==> src/rtl/iwdg_pkg.sv <==
// -----------------------------------------------------------------------------
// iwdg_pkg
// Shared definitions for the IWDG Wishbone sequencer: the IWDG key values,
// register offsets relative to the IWDG base address, the sequencer state
// encoding and two small helpers describing the configure sequence order.
// -----------------------------------------------------------------------------
package iwdg_pkg;

   // Key register values understood by the IWDG.
   localparam logic [15:0] KEY_ACCESS = 16'h5555;  // unlock PR/RLR for writing
   localparam logic [15:0] KEY_RELOAD = 16'hAAAA;  // reload counter from RLR
   localparam logic [15:0] KEY_START  = 16'hCCCC;  // start the watchdog

   // Register offsets from the IWDG base address.
   localparam logic [31:0] KR_OFS  = 32'h0000_0000;
   localparam logic [31:0] PR_OFS  = 32'h0000_0004;
   localparam logic [31:0] RLR_OFS = 32'h0000_0008;

   typedef enum logic [3:0] {
      ST_IDLE,
      ST_UNLOCK,
      ST_WR_PR,
      ST_WR_RLR,
      ST_RD_RLR,
      ST_RELOAD,
      ST_START,
      ST_RUN,
      ST_KICK,
      ST_GAP
   } iwdg_state_e;

   // States in which a Wishbone transaction is outstanding.
   function automatic logic is_bus_state(input iwdg_state_e s);
      return !(s inside {ST_IDLE, ST_RUN, ST_GAP});
   endfunction

   // Where the FSM goes once the one-cycle gap after bus state s has elapsed.
   function automatic iwdg_state_e next_after(input iwdg_state_e s);
      case (s)
         ST_UNLOCK: return ST_WR_PR;
         ST_WR_PR:  return ST_WR_RLR;
         ST_WR_RLR: return ST_RD_RLR;
         ST_RD_RLR: return ST_RELOAD;
         ST_RELOAD: return ST_START;
         ST_START:  return ST_RUN;
         ST_KICK:   return ST_RUN;
         default:   return ST_IDLE;
      endcase
   endfunction

endpackage

==> src/rtl/iwdg_wb_xfer.sv <==
// -----------------------------------------------------------------------------
// iwdg_wb_xfer
// Single Wishbone transaction engine. A launch pulse loads address, data and
// write enable and raises cyc/stb on the same clock edge. The request is held
// until ack_s2m is sampled or until stb has been high for TIMEOUT cycles
// without ack, whichever comes first; cyc/stb drop on that edge. The
// xfer_done / xfer_timeout strobes are combinational so the controlling FSM
// advances on the very edge the bus cycle ends. Read data is captured on ack.
//
// Ports
//   clk_m2s, rst_m2s   bus clock, asynchronous active-high reset
//   launch             start a transaction with req_adr / req_dat / req_we
//   adr_m2s .. stb_m2s registered Wishbone master outputs
//   dat_s2m, ack_s2m   Wishbone slave response
//   xfer_done          ack sampled this cycle (transaction completes)
//   xfer_timeout       final unacked cycle (transaction aborts)
//   rdata              read data captured on the last acked read
// -----------------------------------------------------------------------------
module iwdg_wb_xfer #(
   parameter int DW      = 16,
   parameter int TIMEOUT = 16
) (
   input  logic          clk_m2s,
   input  logic          rst_m2s,
   input  logic          launch,
   input  logic [31:0]   req_adr,
   input  logic [DW-1:0] req_dat,
   input  logic          req_we,
   output logic [31:0]   adr_m2s,
   output logic [DW-1:0] dat_m2s,
   output logic          we_m2s,
   output logic          cyc_m2s,
   output logic          stb_m2s,
   input  logic [DW-1:0] dat_s2m,
   input  logic          ack_s2m,
   output logic          xfer_done,
   output logic          xfer_timeout,
   output logic [DW-1:0] rdata
);

   localparam int            CW      = $clog2(TIMEOUT + 1);
   localparam logic [CW-1:0] TO_LAST = CW'(TIMEOUT - 1);

   logic          act_q,   act_d;
   logic [31:0]   adr_q,   adr_d;
   logic [DW-1:0] dat_q,   dat_d;
   logic          we_q,    we_d;
   logic [CW-1:0] cnt_q,   cnt_d;
   logic [DW-1:0] rdata_q, rdata_d;

   // An ack seen while no cycle is open is simply not looked at.
   assign xfer_done    = act_q & ack_s2m;
   // Counter counts unacked stb cycles already elapsed; the cycle in which it
   // reads TIMEOUT-1 is the last one allowed.
   assign xfer_timeout = act_q & ~ack_s2m & (cnt_q == TO_LAST);

   always_comb begin
      // NOTE: every variable gets its hold value first so no path through the
      // block leaves it unassigned; otherwise synthesis infers a latch.
      act_d   = act_q;
      adr_d   = adr_q;
      dat_d   = dat_q;
      we_d    = we_q;
      cnt_d   = cnt_q;
      rdata_d = rdata_q;
      if (launch) begin
         act_d = 1'b1;
         adr_d = req_adr;
         dat_d = req_dat;
         we_d  = req_we;
         cnt_d = '0;
      end else if (act_q) begin
         if (ack_s2m) begin
            act_d = 1'b0;
            if (!we_q) rdata_d = dat_s2m;
         end else begin
            cnt_d = cnt_q + 1'b1;
            if (cnt_q == TO_LAST) act_d = 1'b0;
         end
      end
   end

   // NOTE: flops are written with non-blocking assignments so every register
   // samples pre-edge values, independent of statement order.
   always_ff @(posedge clk_m2s or posedge rst_m2s) begin
      if (rst_m2s) begin
         act_q   <= 1'b0;
         adr_q   <= '0;
         dat_q   <= '0;
         we_q    <= 1'b0;
         cnt_q   <= '0;
         rdata_q <= '0;
      end else begin
         act_q   <= act_d;
         adr_q   <= adr_d;
         dat_q   <= dat_d;
         we_q    <= we_d;
         cnt_q   <= cnt_d;
         rdata_q <= rdata_d;
      end
   end

   assign adr_m2s = adr_q;
   assign dat_m2s = dat_q;
   assign we_m2s  = we_q;
   assign cyc_m2s = act_q;
   assign stb_m2s = act_q;
   assign rdata   = rdata_q;

endmodule

==> src/rtl/iwdg_wb_sequencer.sv <==
// -----------------------------------------------------------------------------
// iwdg_wb_sequencer
// Wishbone master that configures, starts and refreshes the IWDG. On an
// accepted cfg_start it runs: unlock, write PR, write RLR, read back RLR,
// reload, start, with one idle bus cycle after every transaction. Once
// running, each (coalesced) kick request becomes one reload-key write.
//
// Ports
//   clk_m2s, rst_m2s    bus clock, asynchronous active-high reset
//   cfg_start           pulse: run the configure sequence (IDLE or RUN only)
//   cfg_pr, cfg_rlr     prescaler / reload values, latched on accepted start
//   kick                pulse: request a watchdog refresh
//   adr_m2s .. stb_m2s  Wishbone master outputs
//   dat_s2m, ack_s2m    Wishbone slave response
//   busy                a configure step or kick transaction is in progress
//   running             watchdog started and refreshable
//   done                one-cycle pulse when the configure sequence completes
//   err                 sticky timeout / readback-mismatch flag
//   refresh_cnt         completed kick writes, wraps at 255
// -----------------------------------------------------------------------------
module iwdg_wb_sequencer
   import iwdg_pkg::*;
#(
   parameter int          IWDG_KR_SIZE  = 16,
   parameter int          IWDG_PR_SIZE  = 3,
   parameter int          IWDG_RLR_SIZE = 12,
   parameter logic [31:0] BASE_ADR      = 32'h0100_0000,
   parameter logic [31:0] IWDG_KR_ADR   = BASE_ADR + KR_OFS,
   parameter logic [31:0] IWDG_PR_ADR   = BASE_ADR + PR_OFS,
   parameter logic [31:0] IWDG_RLR_ADR  = BASE_ADR + RLR_OFS,
   parameter int          ACK_TIMEOUT   = 16
) (
   input  logic                     clk_m2s,
   input  logic                     rst_m2s,
   input  logic                     cfg_start,
   input  logic [IWDG_PR_SIZE-1:0]  cfg_pr,
   input  logic [IWDG_RLR_SIZE-1:0] cfg_rlr,
   input  logic                     kick,
   output logic [31:0]              adr_m2s,
   output logic [IWDG_KR_SIZE-1:0]  dat_m2s,
   output logic                     we_m2s,
   output logic                     cyc_m2s,
   output logic                     stb_m2s,
   input  logic [IWDG_KR_SIZE-1:0]  dat_s2m,
   input  logic                     ack_s2m,
   output logic                     busy,
   output logic                     running,
   output logic                     done,
   output logic                     err,
   output logic [7:0]               refresh_cnt
);

   iwdg_state_e              state_q,   state_d;
   iwdg_state_e              last_q,    last_d;     // bus state preceding GAP
   logic                     pending_q, pending_d;
   logic [IWDG_PR_SIZE-1:0]  cfg_pr_q,  cfg_pr_d;
   logic [IWDG_RLR_SIZE-1:0] cfg_rlr_q, cfg_rlr_d;
   logic                     err_q,     err_d;
   logic                     running_q, running_d;
   logic                     done_q,    done_d;
   logic                     busy_q,    busy_d;
   logic [7:0]               refresh_q, refresh_d;

   logic                     accept;
   logic                     launch;
   logic [31:0]              req_adr;
   logic [IWDG_KR_SIZE-1:0]  req_dat;
   logic                     req_we;
   logic                     xfer_done;
   logic                     xfer_timeout;
   logic [IWDG_KR_SIZE-1:0]  rdata;
   logic                     unused_rdata;

   // Only the low IWDG_RLR_SIZE bits of the readback take part in the check.
   assign unused_rdata = ^rdata;

   // ---------------------------------------------------------------- FSM ---
   always_comb begin
      state_d   = state_q;
      last_d    = last_q;
      pending_d = pending_q;
      cfg_pr_d  = cfg_pr_q;
      cfg_rlr_d = cfg_rlr_q;
      err_d     = err_q;
      running_d = running_q;
      refresh_d = refresh_q;
      done_d    = 1'b0;

      accept = cfg_start && (state_q == ST_IDLE || state_q == ST_RUN);

      case (state_q)
         ST_IDLE, ST_RUN: begin
            if (accept) begin
               // A new start wins over any pending kick.
               state_d   = ST_UNLOCK;
               cfg_pr_d  = cfg_pr;
               cfg_rlr_d = cfg_rlr;
               err_d     = 1'b0;
               running_d = 1'b0;
               refresh_d = '0;
               pending_d = 1'b0;
            end else if (state_q == ST_RUN && pending_q) begin
               state_d   = ST_KICK;
               pending_d = 1'b0;
            end
         end

         ST_GAP: begin
            if (last_q == ST_RD_RLR &&
                rdata[IWDG_RLR_SIZE-1:0] != cfg_rlr_q) begin
               // Readback disagrees: never reload or start the watchdog.
               err_d   = 1'b1;
               state_d = ST_IDLE;
            end else begin
               state_d = next_after(last_q);
               if (last_q == ST_START) begin
                  running_d = 1'b1;
                  done_d    = 1'b1;
               end
            end
         end

         default: begin  // bus states
            if (xfer_done) begin
               state_d = ST_GAP;
               last_d  = state_q;
               if (state_q == ST_KICK) refresh_d = refresh_q + 8'd1;
            end else if (xfer_timeout) begin
               state_d   = ST_IDLE;
               err_d     = 1'b1;
               running_d = 1'b0;
               pending_d = 1'b0;
            end
         end
      endcase

      // Kicks coalesce into a single pending flag; they mean nothing before
      // a sequence has been started, and an accepted start or abort drops them.
      if (kick && state_q != ST_IDLE && !accept && !xfer_timeout)
         pending_d = 1'b1;

      busy_d = !(state_d inside {ST_IDLE, ST_RUN});
   end

   // Request fields follow the state being entered, so the transaction
   // engine raises cyc/stb on the same edge as the FSM transition.
   always_comb begin
      req_adr = IWDG_KR_ADR;
      req_dat = '0;
      req_we  = 1'b1;
      case (state_d)
         ST_UNLOCK: req_dat = IWDG_KR_SIZE'(KEY_ACCESS);
         ST_WR_PR: begin
            req_adr = IWDG_PR_ADR;
            req_dat = IWDG_KR_SIZE'(cfg_pr_q);
         end
         ST_WR_RLR: begin
            req_adr = IWDG_RLR_ADR;
            req_dat = IWDG_KR_SIZE'(cfg_rlr_q);
         end
         ST_RD_RLR: begin
            req_adr = IWDG_RLR_ADR;
            req_we  = 1'b0;
         end
         ST_RELOAD, ST_KICK: req_dat = IWDG_KR_SIZE'(KEY_RELOAD);
         ST_START:           req_dat = IWDG_KR_SIZE'(KEY_START);
         default: ;
      endcase
      launch = is_bus_state(state_d) && (state_d != state_q);
   end

   always_ff @(posedge clk_m2s or posedge rst_m2s) begin
      if (rst_m2s) begin
         state_q   <= ST_IDLE;
         last_q    <= ST_IDLE;
         pending_q <= 1'b0;
         cfg_pr_q  <= '0;
         cfg_rlr_q <= '0;
         err_q     <= 1'b0;
         running_q <= 1'b0;
         done_q    <= 1'b0;
         busy_q    <= 1'b0;
         refresh_q <= '0;
      end else begin
         state_q   <= state_d;
         last_q    <= last_d;
         pending_q <= pending_d;
         cfg_pr_q  <= cfg_pr_d;
         cfg_rlr_q <= cfg_rlr_d;
         err_q     <= err_d;
         running_q <= running_d;
         done_q    <= done_d;
         busy_q    <= busy_d;
         refresh_q <= refresh_d;
      end
   end

   // ------------------------------------------------- transaction engine ---
   iwdg_wb_xfer #(
      .DW      (IWDG_KR_SIZE),
      .TIMEOUT (ACK_TIMEOUT)
   ) u_xfer (
      .clk_m2s      (clk_m2s),
      .rst_m2s      (rst_m2s),
      .launch       (launch),
      .req_adr      (req_adr),
      .req_dat      (req_dat),
      .req_we       (req_we),
      .adr_m2s      (adr_m2s),
      .dat_m2s      (dat_m2s),
      .we_m2s       (we_m2s),
      .cyc_m2s      (cyc_m2s),
      .stb_m2s      (stb_m2s),
      .dat_s2m      (dat_s2m),
      .ack_s2m      (ack_s2m),
      .xfer_done    (xfer_done),
      .xfer_timeout (xfer_timeout),
      .rdata        (rdata)
   );

   assign busy        = busy_q;
   assign running     = running_q;
   assign done        = done_q;
   assign err         = err_q;
   assign refresh_cnt = refresh_q;

endmodule

==> config.mk <==
export PLATFORM = sky130hd
export DESIGN_NAME = iwdg_wb_sequencer
export DESIGN_NICKNAME = d
export VERILOG_FILES = /design/src/rtl/iwdg_pkg.sv /design/src/rtl/iwdg_wb_xfer.sv /design/src/rtl/iwdg_wb_sequencer.sv
export SDC_FILE = /design/constraint.sdc
export NUM_CORES = 1
export LEC_CHECK = 0
export ABC_AREA = 1
export BUFFER_PORTS_ARGS = -buffer_cell sky130_fd_sc_hd__buf_4
export CAP_MARGIN = 20
export CORE_UTILIZATION = 55
export CTS_BUF_LIST = sky130_fd_sc_hd__clkbuf_16
export DETAILED_ROUTE_END_ITERATION = 10
export HOLD_SLACK_MARGIN = 0.02
export PLACE_DENSITY = 0.8
export SYNTH_ARGS = -nofsm -noshare
export SYNTH_HDL_FRONTEND = slang
export SYNTH_HIERARCHICAL = 1
export SYNTH_SLANG_ARGS = --single-unit
export TNS_END_PERCENT = 10
==> constraint.sdc <==
create_clock -name clk_m2s -period 4.7 [get_ports clk_m2s]
set_clock_uncertainty 0.1 [all_clocks]
set_input_delay 0.47 -clock clk_m2s [delete_from_list [all_inputs] [get_ports clk_m2s]]
set_output_delay 0.47 -clock clk_m2s [all_outputs]
set_load 0.1 [all_outputs]
== Yosys cells after proc, flatten, opt, wreduce, memory -nomap -nowiden ==
Cells that the tools add are included.

* Output and inout bits: 63
* Register bits: 103
* Word-level logic and storage cells: 130

* Multiplexer cells: 38
* Bitwise logic cells: 8
* Eq/ne operators: 31
* $add $sub $neg: 2
* Reduce and logical (&&, ||, !) cells: 35

{| class="wikitable"
|+ Operators by type and width
! operator !! number
|-
| $pmux 16 s5 || 1
|-
| $eq 4x3->1 const B || 8
|-
| $mux 8 || 3
|-
| $eq 4x4->1 const B || 5
|-
| $mux 1 || 19
|-
| $pmux 3 s6 || 1
|-
| $eq 4x2->1 const B || 4
|-
| $mux 4 || 4
|-
| $pmux 4 s2 || 2
|-
| $pmux 8 s2 || 1
|-
| $reduce_and 4->1 || 4
|-
| $mux 5 || 3
|-
| $ne 12x12->1 || 1
|-
| $ne 2x2->1 const B || 5
|-
| $reduce_bool 3->1 || 3
|-
| $add 8x1->8 const B || 1
|-
| $eq 4x1->1 const B || 2
|-
| $logic_not 4->1 || 2
|-
| $reduce_bool 2->1 || 4
|-
| $reduce_or 2->1 || 4
|-
| $logic_and 1x1->1 || 7
|-
| $ne 3x3->1 const B || 2
|-
| $pmux 1 s2 || 3
|-
| $reduce_and 2->1 || 3
|-
| other kinds (13) || 22
|}

== Depth between registers and ports, before layout ==
Gate-level depths: netlist of the first run.

* Word-level depth: 12
* Depth in mapped cells: 22
* Gate-level depth less buffers: 20

== By module ==
The synthesis of the first run kept the hierarchy.

{| class="wikitable"
|+ By module, submodules not included
! module !! instances !! seq. area each (sq um) !! cells each !! area an instance (sq um)
|-
| iwdg_wb_xfer || 1 || 1,776.7 || 318 || 2,831.5
|-
| iwdg_wb_sequencer || 1 || 900.9 || 315 || 2,225.9
|}

== Least setup slack after synthesis of the first run ==
Ideal clock, no wire load.

* Path kind: register to register
* Start: register u_xfer.act_q (netlist: u_xfer/cyc_m2s)
* End: register u_xfer.adr_q[0] (netlist: u_xfer/adr_m2s[0])
* Period minus slack after synthesis: 3.009 ns
* Data required time: 4.478 ns
* Stages on the path, launching flop included: 19
* Setup time: 0.122 ns
* Slack: 1.691 ns
* Buffers on the path: 3
* Data arrival time: 2.787 ns
* Cells stage by stage: dfrtp_1 > nand2_1 > nor2_1 > inv_1 > nand2_1 > nor3_2 > inv_2 > nand3_1 > nand2_1 > inv_1 > nand2_1 > nand3_1 > nor2_1 > buf_6 > inv_2 > buf_4 > buf_4 > nand2_1 > nand2_1

* Cells in the longest elaborated chain, start to end: 9
* Elaborated cells on any way between the ends: 13

{| class="wikitable"
|+ RTL lines
! element !! RTL line !! source
|-
| start, declared || iwdg_wb_xfer.sv:44 || <nowiki>logic act_q, act_d;</nowiki>
|-
| start signal, assigned || iwdg_wb_xfer.sv:94 || <nowiki>act_q <= act_d;</nowiki>
|-
| $and 1x1->1 (*) (2 in series) || iwdg_wb_xfer.sv:55 || <nowiki>assign xfer_timeout = act_q & ~ack_s2m & (cnt_q == TO_LAST);</nowiki>
|-
| named net xfer_timeout || iwdg_wb_sequencer.sv:70 || <nowiki>logic xfer_timeout;</nowiki>
|-
| $mux 4 (*) || iwdg_wb_sequencer.sv:128 || <nowiki>end else if (xfer_timeout) begin</nowiki>
|-
| $mux 4 (*) || iwdg_wb_sequencer.sv:124 || <nowiki>if (xfer_done) begin</nowiki>
|-
| $pmux 4 s2 (*) || iwdg_wb_sequencer.sv:91 || <nowiki>case (state_q)</nowiki>
|-
| named net state_d[2] || iwdg_wb_sequencer.sv:53 || <nowiki>iwdg_state_e state_q, state_d;</nowiki>
|-
| $eq 4x3->1, or another cell as far along || iwdg_pkg.sv:34 || <nowiki>return !(s inside {ST_IDLE, ST_RUN, ST_GAP});</nowiki>
|-
| $reduce_bool 3->1 || iwdg_pkg.sv:34 ||
|-
| $logic_not 1->1 || iwdg_pkg.sv:34 ||
|-
| $logic_and 1x1->1 (*) || iwdg_wb_sequencer.sv:169 || <nowiki>launch = is_bus_state(state_d) && (state_d != state_q);</nowiki>
|-
| named net launch || iwdg_wb_sequencer.sv:65 || <nowiki>logic launch;</nowiki>
|-
| end signal, assigned || iwdg_wb_xfer.sv:95 || <nowiki>adr_q <= adr_d;</nowiki>
|-
| end, declared || iwdg_wb_xfer.sv:45 || <nowiki>logic [31:0] adr_q, adr_d;</nowiki>
|}

Mark *: on every way through the listed nets, which the timed path passes. The rest lies on a longest branch.
A chain may end at the register's enable or synchronous reset.

== Final worst setup path of the first run ==
* Start: register u_xfer.cnt_q[1]
* End: register u_xfer.cnt_q[4]

* Cells in the longest elaborated chain, start to end: 11
* Elaborated cells on any way between the ends: 19

{| class="wikitable"
|+ RTL lines
! element !! RTL line !! source
|-
| start, declared || iwdg_wb_xfer.sv:48 || <nowiki>logic [CW-1:0] cnt_q, cnt_d;</nowiki>
|-
| start signal, assigned || iwdg_wb_xfer.sv:98 || <nowiki>cnt_q <= cnt_d;</nowiki>
|-
| $eq 5x4->1 (*) || iwdg_wb_xfer.sv:55 ||
|-
| $and 1x1->1 (*) || iwdg_wb_xfer.sv:55 ||
|-
| named net xfer_timeout || iwdg_wb_sequencer.sv:70 ||
|-
| $mux 4 (*) || iwdg_wb_sequencer.sv:128 ||
|-
| $mux 4 (*) || iwdg_wb_sequencer.sv:124 ||
|-
| $pmux 4 s2 (*) || iwdg_wb_sequencer.sv:91 ||
|-
| named net state_d[2] || iwdg_wb_sequencer.sv:53 ||
|-
| $eq 4x3->1, or another cell as far along || iwdg_pkg.sv:34 ||
|-
| $reduce_bool 3->1 || iwdg_pkg.sv:34 ||
|-
| $logic_not 1->1 || iwdg_pkg.sv:34 ||
|-
| $logic_and 1x1->1 (*) || iwdg_wb_sequencer.sv:169 ||
|-
| named net launch || iwdg_wb_sequencer.sv:65 ||
|-
| $ne 2x1->1 (no source line) / $reduce_bool 2->1 (equally long branches) || n/a ||
|-
| $reduce_and 2->1 (no source line) || n/a ||
|}

Mark *: on every way through the listed nets, which the timed path passes. The rest lies on a longest branch. The select of a mux whose other input is x is not followed.

==> results of run 1 <==
-- cells in the final DEF (no fill, tap or decap), types with 8 or more instances in the layout --
master,count
dfrtp_1,103
inv_1,39
clkbuf_16,9
nand4_1,8
nand3_1,35
nor2_1,33
o21ai_0,18
buf_4,97
nand2_1,289
inv_2,14
xnor2_1,8
conb_1,30
-- sequential cells by signal, summed over array words and instances, names as in the netlist --
register	flops
done	1
cfg_rlr_q	12
u_xfer/cnt_q	5
u_xfer/dat_m2s	16
refresh_cnt	8
u_xfer/rdata	12
pending_q	1
state_q	4
u_xfer/cyc_m2s	1
running	1
busy	1
err	1
last_q	4
u_xfer/adr_m2s	32
cfg_pr_q	3
u_xfer/we_m2s	1
-- routing by layer --
metal	part of all wire, %	global-route usage [%]	vias up
li1	-	-	2118
met1	43	32.2	1986
met2	50	41.7	130
met3	6.2	5.16	17
met4	1.3	8.82	0
met5	0	0	-
-- worst paths after layout --
path | startpoint | endpoint | slack (ps)
worst max-delay path | u_xfer/cnt_q[1] | u_xfer/cnt_q[4] | 1180
worst min-delay path | rst_m2s | cfg_rlr_q[4] | 170
worst max register to register | u_xfer/cnt_q[1] | u_xfer/cnt_q[4] | 1180
worst min register to register | u_xfer/adr_m2s[10] | u_xfer/adr_m2s[10] | 370
max in group asynchronous | rst_m2s | u_xfer/dat_m2s[12] | 3640
min in group clk_m2s | cfg_pr[0] | cfg_pr_q[0] | 230
-- area by class of cell --
class                           instances  share of cell area, %
Sequential cell                       103                   42.7
Multi-Input combinational cell        468                   35.0
Timing Repair Buffer                   97                   12.1
Clock buffer                            9                   3.73
Inverter                               54                   3.36
Tap cell                              108                   2.24
Clock inverter                          5                  0.974
-- through the flow --
stage	util, %	setup slack [ps]	hold slack, ps
final	69.6	1180	174
after global routing	69.6	759	216
after CTS	69.6	1160	175
after detailed placement	66.3	1210	360
after global placement	66.3	1290	355
after floorplan	-	1690	342
-- worst max-delay path: cells and delay by family (launching register included) --
| kind | cells | cell delay (ps) |
|---|---|---|
| AOI/OAI and AO/OA | 1 | 90 |
| adders and majority gates | 2 | 370 |
| buffers and inverters | 5 | 820 |
| DFF | 1 | 380 |
| and+or+nand+nor | 11 | 1610 |
==> flow_metrics.env, run 1 <==
export IMPL_dieWidth_um=96.5
export IMPL_portBuffers=94
export IMPL_path_cells="ha_1 -> nand2_1 -> nor2_1 -> ha_1 -> inv_1 -> nor2_1 -> inv_1 -> nand2_1 -> nor3_2 -> inv_2 -> nand3_1 -> nand2_1 -> inv_1 -> nand2_1 -> nand3_1 -> nor2_4 -> inv_2 -> nand3_1 -> o31ai_1"
export IMPL_placedCellCount=830
export IMPL_synth_cell_area_mm2=0.00491
export IMPL_core_area_mm2=0.00868
export IMPL_routabilityCongestion=0.880
export IMPL_root_buffer="clkbuf_16"
export IMPL_fin_crit_sh_pct=74.9
export IMPL_std_cell_rows=34
export IMPL_die_area_mm2=0.00930
export IMPL_worstMarginPinSlew_ps=857
export IMPL_syn_inst=617
export IMPL_cts_resized_gates=0
export IMPL_nets=772
export IMPL_htreeDepth=3
export IMPL_cp_slowest_cell="inv_2"
export IMPL_cp_arrival_ps=3630
export IMPL_placed_cell_area_mm2=0.00575
export IMPL_start_util_pct=56.5
export IMPL_grt_max_degree=68
export IMPL_maxCapViolCount=0
export IMPL_clk_pin_slew_worst_paths_ps=70
export IMPL_viasPerCell=5.04
export IMPL_worstPathRequired_ps=4810
export IMPL_ctsHoldBuffers=0
export IMPL_status="finished clean"
export IMPL_final_layout_size_suffix_gt1_share_pct=19.7
export IMPL_cts_tree="done"
export IMPL_critPathLaunchType="flip-flop"
export IMPL_hold_viol=0
export IMPL_die_h_um=96.5
export IMPL_drt_wl_total_mm=10.9
export IMPL_multi_input_area_mm2=0.00211
export IMPL_grt_use_total_pct=24.9
export IMPL_end_kind="flip-flop"
export IMPL_dr_pass1_iters=5
export IMPL_grt_pass1_vias=3967
export IMPL_drtIter0Drc=145
export IMPL_drv_slew=0
export IMPL_via_count=4251
export IMPL_syn_area_per_cell_um2=7.95
export IMPL_post_cts_buffers=0
export IMPL_area_growth_pct=23.0
export IMPL_drc=0
export IMPL_avgRoutedWirePerCell_um=12.9
export IMPL_layout_cells_non_filler=844
export IMPL_dp_hpwl_mm=7.73
export IMPL_criticalPathCategory="reg2reg"
export IMPL_setup_tns_ps=0
export IMPL_antenna_found_initial=0
export IMPL_ioPinCount=99
export IMPL_cts_made_buffers=9
export IMPL_rsz0062_at_grt="no"
export IMPL_clk_path_buf_depth=2
export IMPL_r2r_cells=19
export IMPL_cp_max_fo=56
export IMPL_finalInstanceArea_mm2=0.00604
export IMPL_synth_warning_count=6
export IMPL_grt_ovfl_total=0
export IMPL_max_freq_ghz=0.284
export IMPL_finalSetupViolCount=0
export IMPL_n_antenna_cell=0
export IMPL_clkLatencyLatePin_ps=340
export IMPL_max_slew_margin_pct=42.8
export IMPL_grt_pass1_wl_mm=17.9
export IMPL_seq_area_mm2=0.00258
export IMPL_hp_class="in2async"
export IMPL_crit_top_cell="nand2_1"
export IMPL_crit_path_max_incr_delay_ps=480
export IMPL_fill_cells=740
export IMPL_drtAntennaViolNets=0
export IMPL_min_period_ps=3520
export IMPL_clock_sinks=103
Power of run 1 is left out: the tool's default activity adds up to more than one toggle a clock period on the data nets, which glitch-free logic cannot reach.
==> run 2, diff against run 1 <==
--- a/config.mk
+++ b/config.mk
@@ -8,11 +8,11 @@
 export ABC_AREA = 1
 export BUFFER_PORTS_ARGS = -buffer_cell sky130_fd_sc_hd__buf_4
 export CAP_MARGIN = 20
-export CORE_UTILIZATION = 55
+export CORE_UTILIZATION = 51
 export CTS_BUF_LIST = sky130_fd_sc_hd__clkbuf_16
 export DETAILED_ROUTE_END_ITERATION = 10
 export HOLD_SLACK_MARGIN = 0.02
-export PLACE_DENSITY = 0.8
+export PLACE_DENSITY = 0.78
 export SYNTH_ARGS = -nofsm -noshare
 export SYNTH_HDL_FRONTEND = slang
 export SYNTH_HIERARCHICAL = 1
==> constraint.sdc (replaced) <==
create_clock -name clk_m2s -period 3.1 [get_ports clk_m2s]
set_clock_uncertainty 0.1 [all_clocks]
set_input_delay 0.31 -clock clk_m2s [delete_from_list [all_inputs] [get_ports clk_m2s]]
set_output_delay 0.31 -clock clk_m2s [all_outputs]
set_load 0.1 [all_outputs]
==> run 2 against run 1 <==
Sequential cell count unchanged. Fmax increased by 23%. Via count increased by 0.45%. Hold slack got worse by 100 ps. Cell area increased by 3.3%. Cell count increased by 3.8%. Utilization decreased by 2.4 points. Non-clock buffer count increased by 10. Routed wire length increased by 0.93%. Count of clock-buffer cells in the layout unchanged. Critical path depth increased by 2. Setup slack got worse by 940 ps.
==> flow_metrics.env, run 2 (synthesis gave the netlist of run 1 again) <==
export IMPL_dr_pass1_iters=5
export IMPL_worstHoldStart="cfg_rlr[6]"
export IMPL_drc=0
export IMPL_maxCapViolCount=0
export IMPL_portBuffers=94
export IMPL_antenna_found_initial=0
export IMPL_ioPinCount=99
export IMPL_r2r_cells=21
export IMPL_std_cell_rows=35
export IMPL_min_period_ps=2860
export IMPL_final_layout_size_suffix_gt1_share_pct=21.2
export IMPL_die_h_um=100
export IMPL_routabilityCongestion=0.911
export IMPL_critPathLaunch="u_xfer/cnt_q[0]"
export IMPL_largest_reg_flops=32
export IMPL_grt_ovfl_total=0
export IMPL_core_area_mm2=0.00928
export IMPL_critPathLaunchType="flip-flop"
export IMPL_path_buf_inv=7
export IMPL_clkLatencyLatePin_ps=340
export IMPL_n_antenna_cell=0
export IMPL_cp_max_fo=13
export IMPL_place_ws_ps=43.1
export IMPL_drtIter0Drc=177
export IMPL_max_slew_margin_pct=63.6
export IMPL_clock_sinks=103
export IMPL_layout_setup_ws_ps=239
export IMPL_clk_path_buf_depth=2
export IMPL_via_count=4270
export IMPL_seq_area_mm2=0.00258
export IMPL_reg2reg_from="u_xfer/cnt_q[0]"
export IMPL_viasPerCell=4.87
export IMPL_dp_hpwl_mm=7.62
export IMPL_fin_crit_sh_pct=92.3
export IMPL_reg2reg_slack_ps=240
export IMPL_cts_made_buffers=9
export IMPL_htreeDepth=3
export IMPL_grt_use_total_pct=22.9
export IMPL_finalSetupViolCount=0
export IMPL_path_delay_family="simple AND/OR/NAND/NOR gates"
export IMPL_die_area_mm2=0.0100
export IMPL_setup_tns_ps=0
export IMPL_holdPathStages=3
export IMPL_drtAntennaViolNets=0
export IMPL_max_freq_ghz=0.350
export IMPL_crit_path_max_incr_delay_ps=380
export IMPL_hp_class="in2reg"
export IMPL_grt_pass1_vias=3992
export IMPL_drv_slew=0
export IMPL_clk_pin_slew_worst_paths_ps=70
export IMPL_cp_slowest_cell="dfrtp_1"
export IMPL_worstHoldEndpoint="cfg_rlr_q[6]"
export IMPL_cts_tree="done"
export IMPL_fill_cells=794
export IMPL_final_common_cell="nand2_1"
export IMPL_avgRoutedWirePerCell_um=12.6
export IMPL_fin_util_pct=67.2
export IMPL_multi_input_area_mm2=0.00213
export IMPL_cp_arrival_ps=2990
export IMPL_dieWidth_um=100
export IMPL_hold_viol=0
export IMPL_criticalPathCategory="reg2reg"
export IMPL_start_util_pct=52.9
export IMPL_grt_max_degree=67
export IMPL_final_cell_mix="nand2_1 (288), dfrtp_1 (103), buf_4 (102), inv_1 (39), nand3_1 (35)"
export IMPL_worstPathRequired_ps=3230
export IMPL_area_growth_pct=27.1
export IMPL_nets=782
export IMPL_grt_pass1_wl_mm=18.2
export IMPL_drt_wl_total_mm=11.0
export IMPL_worstMarginPinSlew_ps=545
export IMPL_reg2reg_to="u_xfer/we_m2s"
export IMPL_status="finished clean"
export IMPL_path_cells="ha_1 -> nand2_1 -> nor2_1 -> ha_2 -> inv_1 -> nor2_4 -> inv_1 -> nand2_1 -> nor3_2 -> inv_2 -> nand3_1 -> nand2_2 -> inv_1 -> nand2_1 -> nand3_1 -> nor2_4 -> buf_12 -> inv_2 -> buf_4 -> nor2_1 -> nor2_1"
export IMPL_rsz0062_at_grt="no"
export IMPL_root_buffer="clkbuf_16"
export IMPL_end_kind="flip-flop"
[run 2: changes by cell type in the layout (fill, tap and decap cells not counted), sizes merged]
cell,delta
clkbuf,+1
buf,+8
bufinv,+1
dlygate4sd3,+1
clkinv,+1
clkinvlp,-1
[run 2: worst max path at each step]
stage                              to  cells after the start  slack [ps]
finish                  u_xfer/we_m2s                     21         240
global placement      u_xfer/cnt_q[4]                     20         210
global route            u_xfer/we_m2s                     21           2
floorplan           u_xfer/adr_m2s[0]                     18          90
detailed placement    u_xfer/cnt_q[4]                     20          40
CTS                   u_xfer/rdata[6]                     20          40
[run 2: area by class of cell]
cell class                      instances  share of cell area [%]
Clock buffer                            9                    3.61
Clock inverter                          6                    1.36
Inverter                               54                    3.25
Multi-Input combinational cell        468                    34.1
Sequential cell                       103                    41.3
Tap cell                              129                    2.59
Timing Repair Buffer                  107                    13.8
[run 2: stage by stage]
stage | instance area, µm² | std cells | hold slack [ps]
global placement | 5840 | 855 | 81.1
CTS | 6180 | 873 | 69.9
floorplan | 5010 | 645 | 327
global route | 6240 | 876 | 79.5
finish | 6240 | 876 | 72.0
detailed placement | 5840 | 855 | 84.4
[run 2: worst min-delay path, cell delays in order]
cell and delay [ps]:
buf_4 70, nand2_1 40, nand2_1 50
[run 2: repair_timing]
item,CTS,global route
gates resized for setup,0,5
hold endpoints to repair,102,0
pin swaps,1,2
endpoints found under the setup margin,1,67
hold buffers,1,0
gates cloned,0,1
setup buffers,2,2
[run 2: per-layer routing]
layer | vias to the layer above | GRT usage (%) | part of all wire [%]
met3 | 21 | 4.74 | 5.6
met4 | 0 | 7.02 | 2.0
li1 | 2122 | - | -
met1 | 1985 | 30.9 | 45
met2 | 142 | 37.6 | 48
met5 | - | 0 | 0
Power of run 2 is left out for the same reason.
